$ cat src/rtl/alu_pkg.sv
// Shared definitions for the multi-cycle ALU: opcode values, opcode width
// and the controller state encoding.
package alu_pkg;

    localparam int OP_W = 4;

    localparam logic [OP_W-1:0] OP_ADD  = 4'd0;
    localparam logic [OP_W-1:0] OP_SUB  = 4'd1;
    localparam logic [OP_W-1:0] OP_AND  = 4'd2;
    localparam logic [OP_W-1:0] OP_OR   = 4'd3;
    localparam logic [OP_W-1:0] OP_XOR  = 4'd4;
    localparam logic [OP_W-1:0] OP_NOT  = 4'd5;
    localparam logic [OP_W-1:0] OP_PASS = 4'd6;
    localparam logic [OP_W-1:0] OP_ADC  = 4'd7;
    localparam logic [OP_W-1:0] OP_SBB  = 4'd8;
    localparam logic [OP_W-1:0] OP_SHL  = 4'd9;
    localparam logic [OP_W-1:0] OP_SHR  = 4'd10;
    localparam logic [OP_W-1:0] OP_MUL  = 4'd11;

    typedef enum logic [1:0] {
        ST_IDLE = 2'd0,
        ST_RUN  = 2'd1,
        ST_DONE = 2'd2
    } state_t;

endpackage

$ cat src/rtl/alu_comb.sv
// Single-cycle ALU datapath: arithmetic, logic and pass operations with flags.
// Shift opcodes land here only for a zero count, so they simply pass a through.
module alu_comb
    import alu_pkg::*;
#(
    parameter int WIDTH = 8
) (
    input  logic [OP_W-1:0]  op,
    input  logic [WIDTH-1:0] a,
    input  logic [WIDTH-1:0] b,
    input  logic             cin,
    output logic [WIDTH-1:0] result,
    output logic             cy,
    output logic             zf,
    output logic             nf,
    output logic             ov
);

    logic             carry_add;
    logic             borrow_in;
    logic [WIDTH:0]   sum;
    logic [WIDTH:0]   diff;

    // Extra top bit of sum/diff is the carry out or the borrow.
    always_comb begin
        carry_add = (op == OP_ADC) ? cin : 1'b0;
        borrow_in = (op == OP_SBB) ? cin : 1'b0;
        sum  = {1'b0, a} + {1'b0, b} + {{WIDTH{1'b0}}, carry_add};
        diff = {1'b0, a} - {1'b0, b} - {{WIDTH{1'b0}}, borrow_in};

        result = b;
        cy     = 1'b0;
        ov     = 1'b0;
        case (op)
            OP_ADD, OP_ADC: begin
                result = sum[WIDTH-1:0];
                cy     = sum[WIDTH];
                ov     = (a[WIDTH-1] == b[WIDTH-1]) && (sum[WIDTH-1] != a[WIDTH-1]);
            end
            OP_SUB, OP_SBB: begin
                result = diff[WIDTH-1:0];
                cy     = diff[WIDTH];
                ov     = (a[WIDTH-1] != b[WIDTH-1]) && (diff[WIDTH-1] != a[WIDTH-1]);
            end
            OP_AND:         result = a & b;
            OP_OR:          result = a | b;
            OP_XOR:         result = a ^ b;
            OP_NOT:         result = ~a;
            OP_PASS:        result = b;
            OP_SHL, OP_SHR: result = a;
            default:        result = b;
        endcase

        zf = (result == '0);
        nf = result[WIDTH-1];
    end

endmodule

$ cat src/rtl/alu_mc.sv
// Multi-cycle ALU: single-cycle ops complete in one edge, shifts move one bit
// per cycle and multiply is shift-add with one partial product per cycle.
module alu_mc
    import alu_pkg::*;
#(
    parameter int WIDTH = 8
) (
    input  logic             clk,
    input  logic             rst_n,
    input  logic             start,
    input  logic [OP_W-1:0]  op,
    input  logic [WIDTH-1:0] a,
    input  logic [WIDTH-1:0] b,
    input  logic             cin,
    output logic             busy,
    output logic             done,
    output logic [WIDTH-1:0] result,
    output logic             cy,
    output logic             zf,
    output logic             nf,
    output logic             ov
);

    localparam int SW = $clog2(WIDTH);
    localparam int CW = SW + 1;

    state_t             state;
    state_t             state_next;

    logic [OP_W-1:0]    op_q;
    logic [WIDTH-1:0]   shreg;
    logic [2*WIDTH-1:0] mcand;
    logic [2*WIDTH-1:0] prod;
    logic [CW-1:0]      count;

    logic [SW-1:0]      shift_n;
    logic               is_shift;
    logic               is_mul;
    logic               multi;
    logic               last_step;
    logic [WIDTH-1:0]   shift_val;
    logic               shift_out;
    logic [2*WIDTH-1:0] prod_step;

    logic [WIDTH-1:0]   comb_result;
    logic               comb_cy;
    logic               comb_zf;
    logic               comb_nf;
    logic               comb_ov;

    alu_comb #(
        .WIDTH (WIDTH)
    ) u_comb (
        .op     (op),
        .a      (a),
        .b      (b),
        .cin    (cin),
        .result (comb_result),
        .cy     (comb_cy),
        .zf     (comb_zf),
        .nf     (comb_nf),
        .ov     (comb_ov)
    );

    assign busy = (state != ST_IDLE);
    assign done = (state == ST_DONE);

    // A zero shift count is handled like any single-cycle op.
    always_comb begin
        shift_n   = b[SW-1:0];
        is_shift  = (op == OP_SHL) || (op == OP_SHR);
        is_mul    = (op == OP_MUL);
        multi     = is_mul || (is_shift && (shift_n != '0));
        last_step = (count == CW'(1));

        if (op_q == OP_SHL) begin
            shift_val = {shreg[WIDTH-2:0], 1'b0};
            shift_out = shreg[WIDTH-1];
        end else begin
            shift_val = {1'b0, shreg[WIDTH-1:1]};
            shift_out = shreg[0];
        end
        prod_step = prod + (shreg[0] ? mcand : '0);
    end

    always_comb begin
        state_next = state;
        case (state)
            ST_IDLE: if (start) state_next = multi ? ST_RUN : ST_DONE;
            ST_RUN:  if (last_step) state_next = ST_DONE;
            ST_DONE: state_next = ST_IDLE;
            default: state_next = ST_IDLE;
        endcase
    end

    always_ff @(posedge clk or negedge rst_n) begin
        if (!rst_n) state <= ST_IDLE;
        else        state <= state_next;
    end

    // Visible result and flags are written only at acceptance of a
    // single-cycle op or on the final RUN step, so they hold during RUN.
    always_ff @(posedge clk or negedge rst_n) begin
        if (!rst_n) begin
            op_q   <= '0;
            shreg  <= '0;
            mcand  <= '0;
            prod   <= '0;
            count  <= '0;
            result <= '0;
            cy     <= 1'b0;
            zf     <= 1'b0;
            nf     <= 1'b0;
            ov     <= 1'b0;
        end else begin
            case (state)
                ST_IDLE: begin
                    if (start) begin
                        op_q <= op;
                        if (multi) begin
                            count <= is_mul ? CW'(WIDTH) : CW'(shift_n);
                            shreg <= is_mul ? b : a;
                            mcand <= {{WIDTH{1'b0}}, a};
                            prod  <= '0;
                        end else begin
                            result <= comb_result;
                            cy     <= comb_cy;
                            zf     <= comb_zf;
                            nf     <= comb_nf;
                            ov     <= comb_ov;
                        end
                    end
                end
                ST_RUN: begin
                    count <= count - CW'(1);
                    if (op_q == OP_MUL) begin
                        prod  <= prod_step;
                        mcand <= mcand << 1;
                        shreg <= shreg >> 1;
                        if (last_step) begin
                            result <= prod_step[WIDTH-1:0];
                            cy     <= |prod_step[2*WIDTH-1:WIDTH];
                            zf     <= (prod_step[WIDTH-1:0] == '0);
                            nf     <= prod_step[WIDTH-1];
                            ov     <= 1'b0;
                        end
                    end else begin
                        shreg <= shift_val;
                        if (last_step) begin
                            result <= shift_val;
                            cy     <= shift_out;
                            zf     <= (shift_val == '0);
                            nf     <= shift_val[WIDTH-1];
                            ov     <= 1'b0;
                        end
                    end
                end
                default: ;
            endcase
        end
    end

endmodule

$ cat config.mk
export PLATFORM = sky130hd
export DESIGN_NAME = alu_mc
export DESIGN_NICKNAME = d
export VERILOG_FILES = /design/src/rtl/alu_pkg.sv /design/src/rtl/alu_comb.sv /design/src/rtl/alu_mc.sv
export SDC_FILE = /design/constraint.sdc
export NUM_CORES = 1
export LEC_CHECK = 0
export CAP_MARGIN = 15
export CORE_MARGIN = 2
export CORE_UTILIZATION = 35
export DETAILED_ROUTE_END_ITERATION = 8
export SLEW_MARGIN = 20
export SYNTH_ARGS = -nofsm -noshare
export SYNTH_HDL_FRONTEND = slang
export SYNTH_HIERARCHICAL = 1
export SYNTH_SLANG_ARGS = --single-unit
$ cat constraint.sdc
create_clock -name clk -period 4.55 [get_ports clk]
set_clock_uncertainty 0.2 [all_clocks]
set_input_delay 1.365 -clock clk [delete_from_list [all_inputs] [get_ports clk]]
set_output_delay 1.365 -clock clk [all_outputs]
set_load 0.005 [all_outputs]
==> impl_metrics.yaml <==
synth:
  ys_ff_latch: 62
  synth_commonest_cells: "nor2_1 (69), nand2_1 (67), dfrtp_1 (62), a21oi_1 (54), o21ai_0 (53)"
  synth_flop_cell: "dfrtp_1"
  synth_cell_type_count: 81
  ys_seq_area_share_pct: 27.3
  yosysTopAreaCellShare_pct: 27.3
  ys_warn_count: 6
  async_flop_share_pct: 100
  yosysMostFrequentCell: "nor2_1"
  avgSynthCellArea_sq_um: 8.20
  syn_nets: 770
  synth_cells: 694
  yosysTopAreaCell: "dfrtp_1"
  yosys-top-cells-area: "dfrtp_1 (27%), ha_1 (10%), a21oi_1 (4.7%), o21ai_0 (4.7%), nor2_1 (4.6%)"
  synth_edf_count: 0
  netlist_area_sq_um: 5690
clock_network:
  clk_pin_slew_ns: 0.06
  cts_tree: "built"
  clockBufferDepth: 2
  cts_setup_buffers: 0
  clkSinkCount: 62
  clock_latency_ns: 0.34
  htreeDepth: 3
  clockRootBuffer: "clkbuf_16"
  cts_made_buffers: 9
timing:
  finalHoldViolCount: 0
  maxSlewViolCount: 0
  min_period_over_period_pct: 95.6
  fmax_mhz: 230
  max_slew_margin_pct: 46.6
  setup_viol: 0
  min_period_ns: 4.35
  fin_setup_tns_ns: 0
  tightest_slew_ns: 0.798
setup_path:
  crit_buf_inv: 2
  r2r_cells: 10
  crit_path_start_kind: "input port"
  cp-end-kind: "flop"
  critical_path.most_common_cell: "a21oi_2"
  slowest_stage: "clkdlybuf4s50_1"
  r2r_slack_ns: 1.32
  r2r-start: "shreg[0]"
  path_max_fanout: 3
  crit_arrival_ns: 4.36
  crit_required_ns: 4.56
  critical_path.max_stage_delay_ns: 0.48
  path_cells: "clkdlybuf4s50_1 > inv_1 > ha_1 > ha_4 > o21a_1 > nor2_2 > a21oi_2 > a21o_1 > a21oi_2 > xnor2_1 > o22ai_1 > nor2_1 > a31oi_2 > nor3b_2 > nand4b_1 > nor4b_2 > a31oi_1"
  cp_top_family: "simple AND/OR/NAND/NOR gates"
  path_class: "input port to flop"
  rr_endpoint: "cy"
grt:
  grt_overflow_total: 0
  grt_pass1_vias: 5488
  grt_pass1_wl_um: 28600
  grt_usage_pct: 20.4
  grt_start_max_net_pins: 40
  antenna_found_initial: 0
placed_design:
  port_buffers: 37
  dpl-instance-area_sq_um: 6720
  place.gp.congestion: 0.931
  dp_hpwl_um: 13000
power_and_ir_drop:
  power.density_nw_per_um2: 393
  vdd_drop_max_uv: 239
  p_leak_nw: 3.32
die:
  rows: 46
  core-area_sq_um: 15900
  boundaryPins: 38
  start_util_pct: 35.8
  dieWidth_um: 132
  die_area_sq_um: 17300
  die_y_um: 132
finish:
  area_delta_synth_final_pct: 25.3
  final.fill_count: 1587
  fin_area_sq_um: 7130
  regArea_sq_um: 1550
  drive_gt1_share_pct: 17.8
  antenna_cells: 0
  multiInputGateArea_sq_um: 3900
  fin_nets: 854
hold_path:
  holdPathStages: 2
  hold_class: "flop to flop"
  hold_start: "prod[7]"
  hold_end: "prod[7]"
routing:
  ant_nets: 0
  wl_per_cell_um: 17.3
  num_vias: 5540
  routed_wl_um: 17200
  drt-pass1-iter-count: 5
  drc: 0
  drt-initial-drc-count: 414
  viasPerCell: 5.55
run:
  maxCapViolCount: 0
outcome:
  status: "finished clean"
==> power breakdown <==
part | leakage [nW] | total [W] | switching, W | internal, W
combinational | 2.37 | 0.00117 | 0.000639 | 0.000532
sequential | 0.796 | 0.000864 | 0.000155 | 0.000709
clock | 0.159 | 0.000768 | 0.000270 | 0.000498
total | 3.32 | 0.00280 | 0.00106 | 0.00174
==> worst max path at each step <==
| stage | start | to | slack [ns] | depth (start not counted) |
|---|---|---|---|---|
| 2_1_floorplan | op[3] | cy | 0.02 | 20 |
| 4_1_cts | op[0] | zf | 0.008 | 16 |
| 6_report | a[4] | cy | 0.20 | 17 |
| 3_3_place_gp | op[0] | cy | -0.38 | 19 |
| 5_1_grt | a[4] | cy | -0.02 | 17 |
| 3_5_place_dp | op[1] | cy | -0.45 | 19 |
==> worst reg2reg max path, cell delays in order (launching register included) <==
cell      delay (ns)
dfrtp_1         0.48
and2_1          0.19
ha_1            0.23
fa_1            0.42
a21oi_1         0.30
o22ai_4         0.14
a311oi_2        0.43
a21oi_1         0.13
a211o_1         0.28
nor4b_2         0.21
a31oi_1         0.10
==> through the flow <==
stage	utilization (%)	worst slack, ns	power (W)	hold WS [ns]	instances
floorplan	-	0.0176	0.00154	0.256	694
global placement	42.3	-0.378	0.00199	0.284	983
detailed placement	42.3	-0.451	0.00202	0.285	983
CTS	44.4	0.00794	0.00280	0.301	999
global route	44.9	-0.0198	0.00300	0.319	999
finish	44.9	0.202	0.00280	0.297	999
==> cells by family (layout without fill, tap and decap cells) <==
kind of cell / count (synthesis) / after routing / share of synthesized area (%)
and+or+nand+nor: 239 / 239 / 21.2
xor gates and xnor gates: 27 / 27 / 4.16
muxes: 24 / 24 / 4.38
buffers and inverters: 74 / 163 / 5.63
adders and majority gates: 53 / 53 / 12.3
AOI/OAI and AO/OA: 215 / 215 / 25.1
DFF: 62 / 62 / 27.3
==> area by class of cell <==
class	instances	share of cell area (%)
multi-input combinational	558	54.7
inverter	37	1.95
tap	216	3.79
clock buffer	10	3.35
clock inverter	6	1.32
sequential	62	21.8
timing repair buffer	110	13.1
==> sequential cells by signal, indices dropped and copies added (netlist names) <==
register / cells
ov: 1
zf: 1
state: 2
count: 4
op_q: 4
nf: 1
shreg: 8
prod: 16
result: 8
mcand: 16
cy: 1
==> timing repair <==
action | 4_1_cts | 5_1_grt
pin swaps | 6 | 15
setup endpoints to repair | 2 | 4
gates resized for setup | 3 | 20
hold buffers | 0 | 0
gates cloned | 0 | 0
==> layer usage <==
| metal | vias to the layer above | track usage (%) | wire length [um] | share of wire, % |
|---|---|---|---|---|
| li1 | 2677 | - | - | - |
| met1 | 2680 | 29.0 | 8200 | 48 |
| met2 | 165 | 31.3 | 7700 | 45 |
| met3 | 18 | 4.75 | 1140 | 6.6 |
| met4 | 0 | 4.89 | 197 | 1.1 |
| met5 | - | 0 | 0 | 0 |
==> layout by cell type, fill, tap and decap left out, drive strengths merged, types with 13 or more instances in the layout <==
cell	instances
buf	74
inv	38
dfrtp	62
mux2i	17
nor2	69
and2	19
nand2	67
xnor2	19
a22o	20
ha	47
clkdlybuf4s50	29
o21ai	58
o22ai	13
a21oi	55
(Power assumes the default switching activity.)
==> RTL edit 1: new RTL, config.mk and constraints unchanged <==
Reset style: synchronous (`rst_n`), changed in 2 clocked blocks.
--- a/src/rtl/alu_mc.sv
+++ b/src/rtl/alu_mc.sv
@@ -93,14 +93,14 @@
         endcase
     end
 
-    always_ff @(posedge clk or negedge rst_n) begin
+    always_ff @(posedge clk) begin
         if (!rst_n) state <= ST_IDLE;
         else        state <= state_next;
     end
 
     // Visible result and flags are written only at acceptance of a
     // single-cycle op or on the final RUN step, so they hold during RUN.
-    always_ff @(posedge clk or negedge rst_n) begin
+    always_ff @(posedge clk) begin
         if (!rst_n) begin
             op_q   <= '0;
             shreg  <= '0;
Check against the original RTL: differs if rst_n is asserted again (counterexample within 4 cycles, from zero or initial values and one cycle with rst_n low); with rst_n held inactive, the same outputs for 4 cycles.
==> RTL edit 1 against the unedited design <==
- critical path type unchanged
- setup slack worse by 0.015 ns
- final cell count rose by 4.6%
- highest routed layer unchanged
- hold slack got worse by 0.034 ns
- synthesized area is 0.42% higher
- sequential cell count did not move
- critical endpoint is now cy
- wire length fell by 1.6%
- final area increased by 0.16%
Power is not compared: it rests on default switching activity, and its combinational part moved more than twofold at a synthesized area within 25%.
==> RTL edit 1: results (changes against the unedited design) <==
- Run status: completed
- Routed WL per cell: 16.2 µm (-5.9%)
- Worst min-delay path startpoint: result[0]
- Nets: 900 (+5.4%)
- Slew headroom: 35.2% (-11 points)
- Gpl congestion: 0.899 (-3.5%)
- Largest net degree at the start of global routing: 63 (+57%)
- Fin cells: 1,045 (+4.6%)
- Place WS: -0.354 ns (+0.0968 ns)
- Fillers: 1,624 (+2.3%)
- Post-DR vias/cell: 5.41 (-2.5%)
- Starting DRT DRC Count: 341 (-18%)
- FF-to-FF Start: shreg[0]
- Reg-to-Reg End: zf
- Top post-synthesis cells by count: nand2_1 (78), dfxtp_1 (62), a21oi_1 (48)
- Fraction of layout cells with a size suffix above 1: 16.2% (-1.6 points)
- Vias in the first global route: 5,420 (-1.2%)
- Post-synthesis async set-or-reset flop share: 0% (-100 points)
- Hold crit path type: register to register
- Initial antenna violation count: 0 (unchanged)
- Main area contributors after synthesis: dfxtp_1 (22%), ha_1 (10%), nand2_1 (5.1%)
- Detail Placement HPWL: 12,600 µm (-2.8%)
- Hold slack: 0.263 ns (-0.0343 ns)
- Syn_area_per_cell: 7.69 µm² (-6.2%)
- FF-to-FF setup slack: 1.34 ns (+0.02 ns)
- GRT Util Overall: 19.5% (-0.88 points)
- Main flop type after synthesis: dfxtp_1
- Post_cts resized: 1 (-2)
- First-pass GRT wire length: 27,800 µm (-2.5%)
- Crit-path max FO: 4 (+1)
- Worst R2R Path Depth: 9 (-1)
- Sequential share of the synthesized area: 21.7% (-5.5 points)
- Dpl cell area: 6710 µm² (-0.11%)
- Synthesized net count: 819 (+6.4%)
[RTL edit 1: cell count changes in the layout (fill, tap and decap cells not counted), moves of 11 or more]
cell | unedited run | this run
nor2_1 | 67 | 45
dfrtp_1 | 62 | 0
dfxtp_1 | 0 | 62
nand2_1 | 67 | 78
nor2b_1 | 7 | 32
a22oi_1 | 1 | 23
nand3_1 | 10 | 31
o21ai_0 | 53 | 34
o211a_1 | 0 | 12
a22o_1 | 19 | 0
a21boi_0 | 1 | 13
[RTL edit 1: worst max-delay path, cell delays in order]
cell             delay [ns]
clkdlybuf4s50_1        0.48
inv_1                  0.10
ha_1                   0.21
inv_1                  0.09
ha_4                   0.21
buf_4                  0.15
o21a_1                 0.16
nor2_1                 0.12
a21oi_2                0.05
a21o_1                 0.19
a21oi_2                0.13
xnor2_1                0.12
o22ai_1                0.11
nor2_1                 0.15
a31oi_1                0.07
mux2i_1                0.15
nand4b_1               0.10
nor4_1                 0.29
a21oi_1                0.10
[RTL edit 1: where the power goes]
part / switching (mW) / total (mW) / internal, mW
Clock: 0.241 / 0.765 / 0.523
Sequential: 0.0210 / 0.589 / 0.568
Combinational: 0.261 / 0.504 / 0.243
[RTL edit 1: cell families after synthesis]
group / Yosys count / share of synthesized area (%)
AND/OR/NAND/NOR: 278 / 25.0
AO/OA/AOI/OAI: 222 / 27.1
buffers and inverters: 81 / 6.22
flip-flops: 62 / 21.7
adder cells (fa/ha/maj): 53 / 12.2
XOR/XNOR: 27 / 4.14
multiplexers: 20 / 3.53
[RTL edit 1: how the worst max path moves through the flow]
| stage | end | from | depth (start not counted) | slack [ns] |
|---|---|---|---|---|
| after CTS | cy | op[0] | 19 | -0.0005 |
| after global placement | zf | op[0] | 13 | -0.27 |
| after floorplan | zf | op[3] | 15 | 0.04 |
| final | cy | a[3] | 19 | 0.19 |
| after detailed placement | cy | op[0] | 19 | -0.35 |
| after global routing | cy | a[3] | 19 | 0.003 |
[RTL edit 1: layout make-up]
| type | count | area, µm² | area share (%) |
|---|---|---|---|
| sequential | 62 | 1240 | 17.4 |
| clock inverter | 3 | 65.1 | 0.911 |
| inverter | 36 | 135 | 1.89 |
| tap | 216 | 270 | 3.78 |
| timing repair buffer | 115 | 966 | 13.5 |
| clock buffer | 13 | 270 | 3.78 |
| multi-input combinational | 600 | 4190 | 58.7 |
[RTL edit 1: routing by layer]
layer / routed length (µm) / up-vias / share of wire, % / GRT usage, %
met5: 0 / - / 0 / 0
met4: 177 / 0 / 1.0 / 4.11
met3: 786 / 18 / 4.6 / 3.38
met2: 7590 / 139 / 45 / 30.8
met1: 8410 / 2645 / 50 / 28.0
li1: - / 2847 / - / -
==> RTL edit 2: new RTL, same flow settings <==
Made on the original files. `WIDTH` is set to 8 in 2 places; all go to 16.
--- a/src/rtl/alu_comb.sv
+++ b/src/rtl/alu_comb.sv
@@ -3,7 +3,7 @@
 module alu_comb
     import alu_pkg::*;
 #(
-    parameter int WIDTH = 8
+    parameter int WIDTH = 16
 ) (
     input  logic [OP_W-1:0]  op,
     input  logic [WIDTH-1:0] a,
--- a/src/rtl/alu_mc.sv
+++ b/src/rtl/alu_mc.sv
@@ -3,7 +3,7 @@
 module alu_mc
     import alu_pkg::*;
 #(
-    parameter int WIDTH = 8
+    parameter int WIDTH = 16
 ) (
     input  logic             clk,
     input  logic             rst_n,
Interface: changed (resized a, b and result); port bits go from 38 to 62. No check against the original RTL was run, so the function may have changed too.
==> RTL edit 2 against the unedited design <==
- the run now ends with setup timing left
- synthesized area is 92% higher
- synthesized cell count up 110%
- final area increased by 100%
- sequential cell count grew 49
- setup slack worse by 0.68 ns
- global-route usage grew 2.2 points
- power grew 130%
- wire length grew 120%
- fmax decreased by 13%
==> RTL edit 2: results (changes against the unedited design) <==
- I/O Buffers: 61 (+65%)
- Top post-synthesis cells by count: nand2_1 (146), nor2_1 (142), a21oi_1 (128)
- Run status: finished with violations
- Unique masters post-synth: 88 (+8.6%)
- CP max stage cell: fa_2
- Final count of negative-setup-slack endpoints: 3 (+3)
- Static Leak: 6.52 nW (+97%)
- Failing checks: setup timing
- Dpl cell area: 13,300 µm² (+99%)
- Largest registers: mcand (32), prod (32)
- Setup ws final: -0.474 ns (-0.676 ns)
- Met3 wire len: 1430 µm (+25%)
- Main area contributors after synthesis: dfrtp_1 (25%), ha_1 (11%), a21oi_1 (5.9%)
- Drt total wl: 37,500 µm (+120%)
- Largest net degree at the start of global routing: 54 (+35%)
- GRT Util Overall: 22.6% (+2.2 points)
- Sequential share of the synthesized area: 25.4% (-1.9 points)
- Switch Pwr: 2.98 mW (+180%)
- Worst min-delay path startpoint: result[7]
- Synthesized net count: 1,564 (+100%)
- Nets: 1,789 (+110%)
- Fin cells: 2,050 (+110%)
- Setup TNS: -1.26 ns (-1.26 ns)
- Delay-heaviest family, CP: compound AO/OA/AOI/OAI gates
- Fraction of layout cells with a size suffix above 1: 21.9% (+4.1 points)
- Post-DR vias/cell: 5.64 (+1.7%)
- Syn_area_per_cell: 7.69 µm² (-6.2%)
- Met1 Wirelength: 16,700 µm (+100%)
- Crit-path max FO: 2 (-1)
- Detail Placement HPWL: 29,200 µm (+120%)
- FF-to-FF Start: mcand[0]
- Starting DRT DRC Count: 873 (+110%)
- Place WS: -1.45 ns (-0.996 ns)
- Met2 usage: 38.3% (+7.0 points)
- Slew headroom: 40.6% (-6.0 points)
- Placed cells: 2,004 (+100%)
- Clock-pin slew on the worst setup and hold paths: 0.09 ns (+0.03 ns)
- Worst VDD drop: 0.224 mV (-6.2%)
- Met2 routed WL: 17,800 µm (+130%)
- Worst setup path startpoint: op[3]
## RTL edit 2: changes by cell type in the layout (fill, tap and decap cells not counted), sizes merged, moves of 35 or more
cell | before | now
buf | 74 | 248
dfrtp | 62 | 111
o21ai | 58 | 112
a21oi | 55 | 129
inv | 38 | 76
nand2 | 67 | 146
ha | 47 | 95
a211oi | 7 | 42
nor2 | 69 | 142
## RTL edit 2: final timing paths
path | end | slack, ns | depth (start not counted)
hold / removal | result[7] | 0.29 | 2
min in group asynchronous | mcand[20] | 0.85 | 1
max in group asynchronous | shreg[0] | 2.53 | 2
setup reg to reg | cy | 0.47 | 12
setup / recovery | zf | -0.47 | 18
hold reg to reg | result[7] | 0.29 | 2
## RTL edit 2: what timing repair did
action / 4_1_cts / 5_1_grt
buffers inserted: 31 / 5
pin swaps: 31 / 38
endpoints found under the setup margin: 13 / 7
gates resized for setup: 68 / 41
gates cloned: 0 / 0
## RTL edit 2: power by group through the flow
stage	combinational, mW	clock (mW)	sequential [mW]
floorplan	2.41	0	1.71
global placement	3.56	0	1.84
detailed placement	3.60	0	1.84
CTS	3.72	0.845	1.83
global route	4.23	0.879	1.90
finish	3.83	0.827	1.83
## RTL edit 2: kinds of logic after synthesis
logic type               after synthesis  share of synthesized area, %
AND/OR/NAND/NOR                      482                          20.8
AO/OA/AOI/OAI                        474                          27.6
buffers and inverters                162                          6.08
flip-flops                           111                          25.4
adder cells (fa/ha/maj)              101                          11.9
multiplexers                          50                          4.70
XOR/XNOR                              44                          3.59
## RTL edit 2: cell type report
class	count	area [µm²]	share of cell area [%]
inverter	72	270	1.89
timing repair buffer	304	2470	17.3
clock inverter	7	83.8	0.587
tap	396	495	3.47
multi-input combinational	1151	7960	55.7
clock buffer	9	225	1.58
sequential	111	2780	19.4
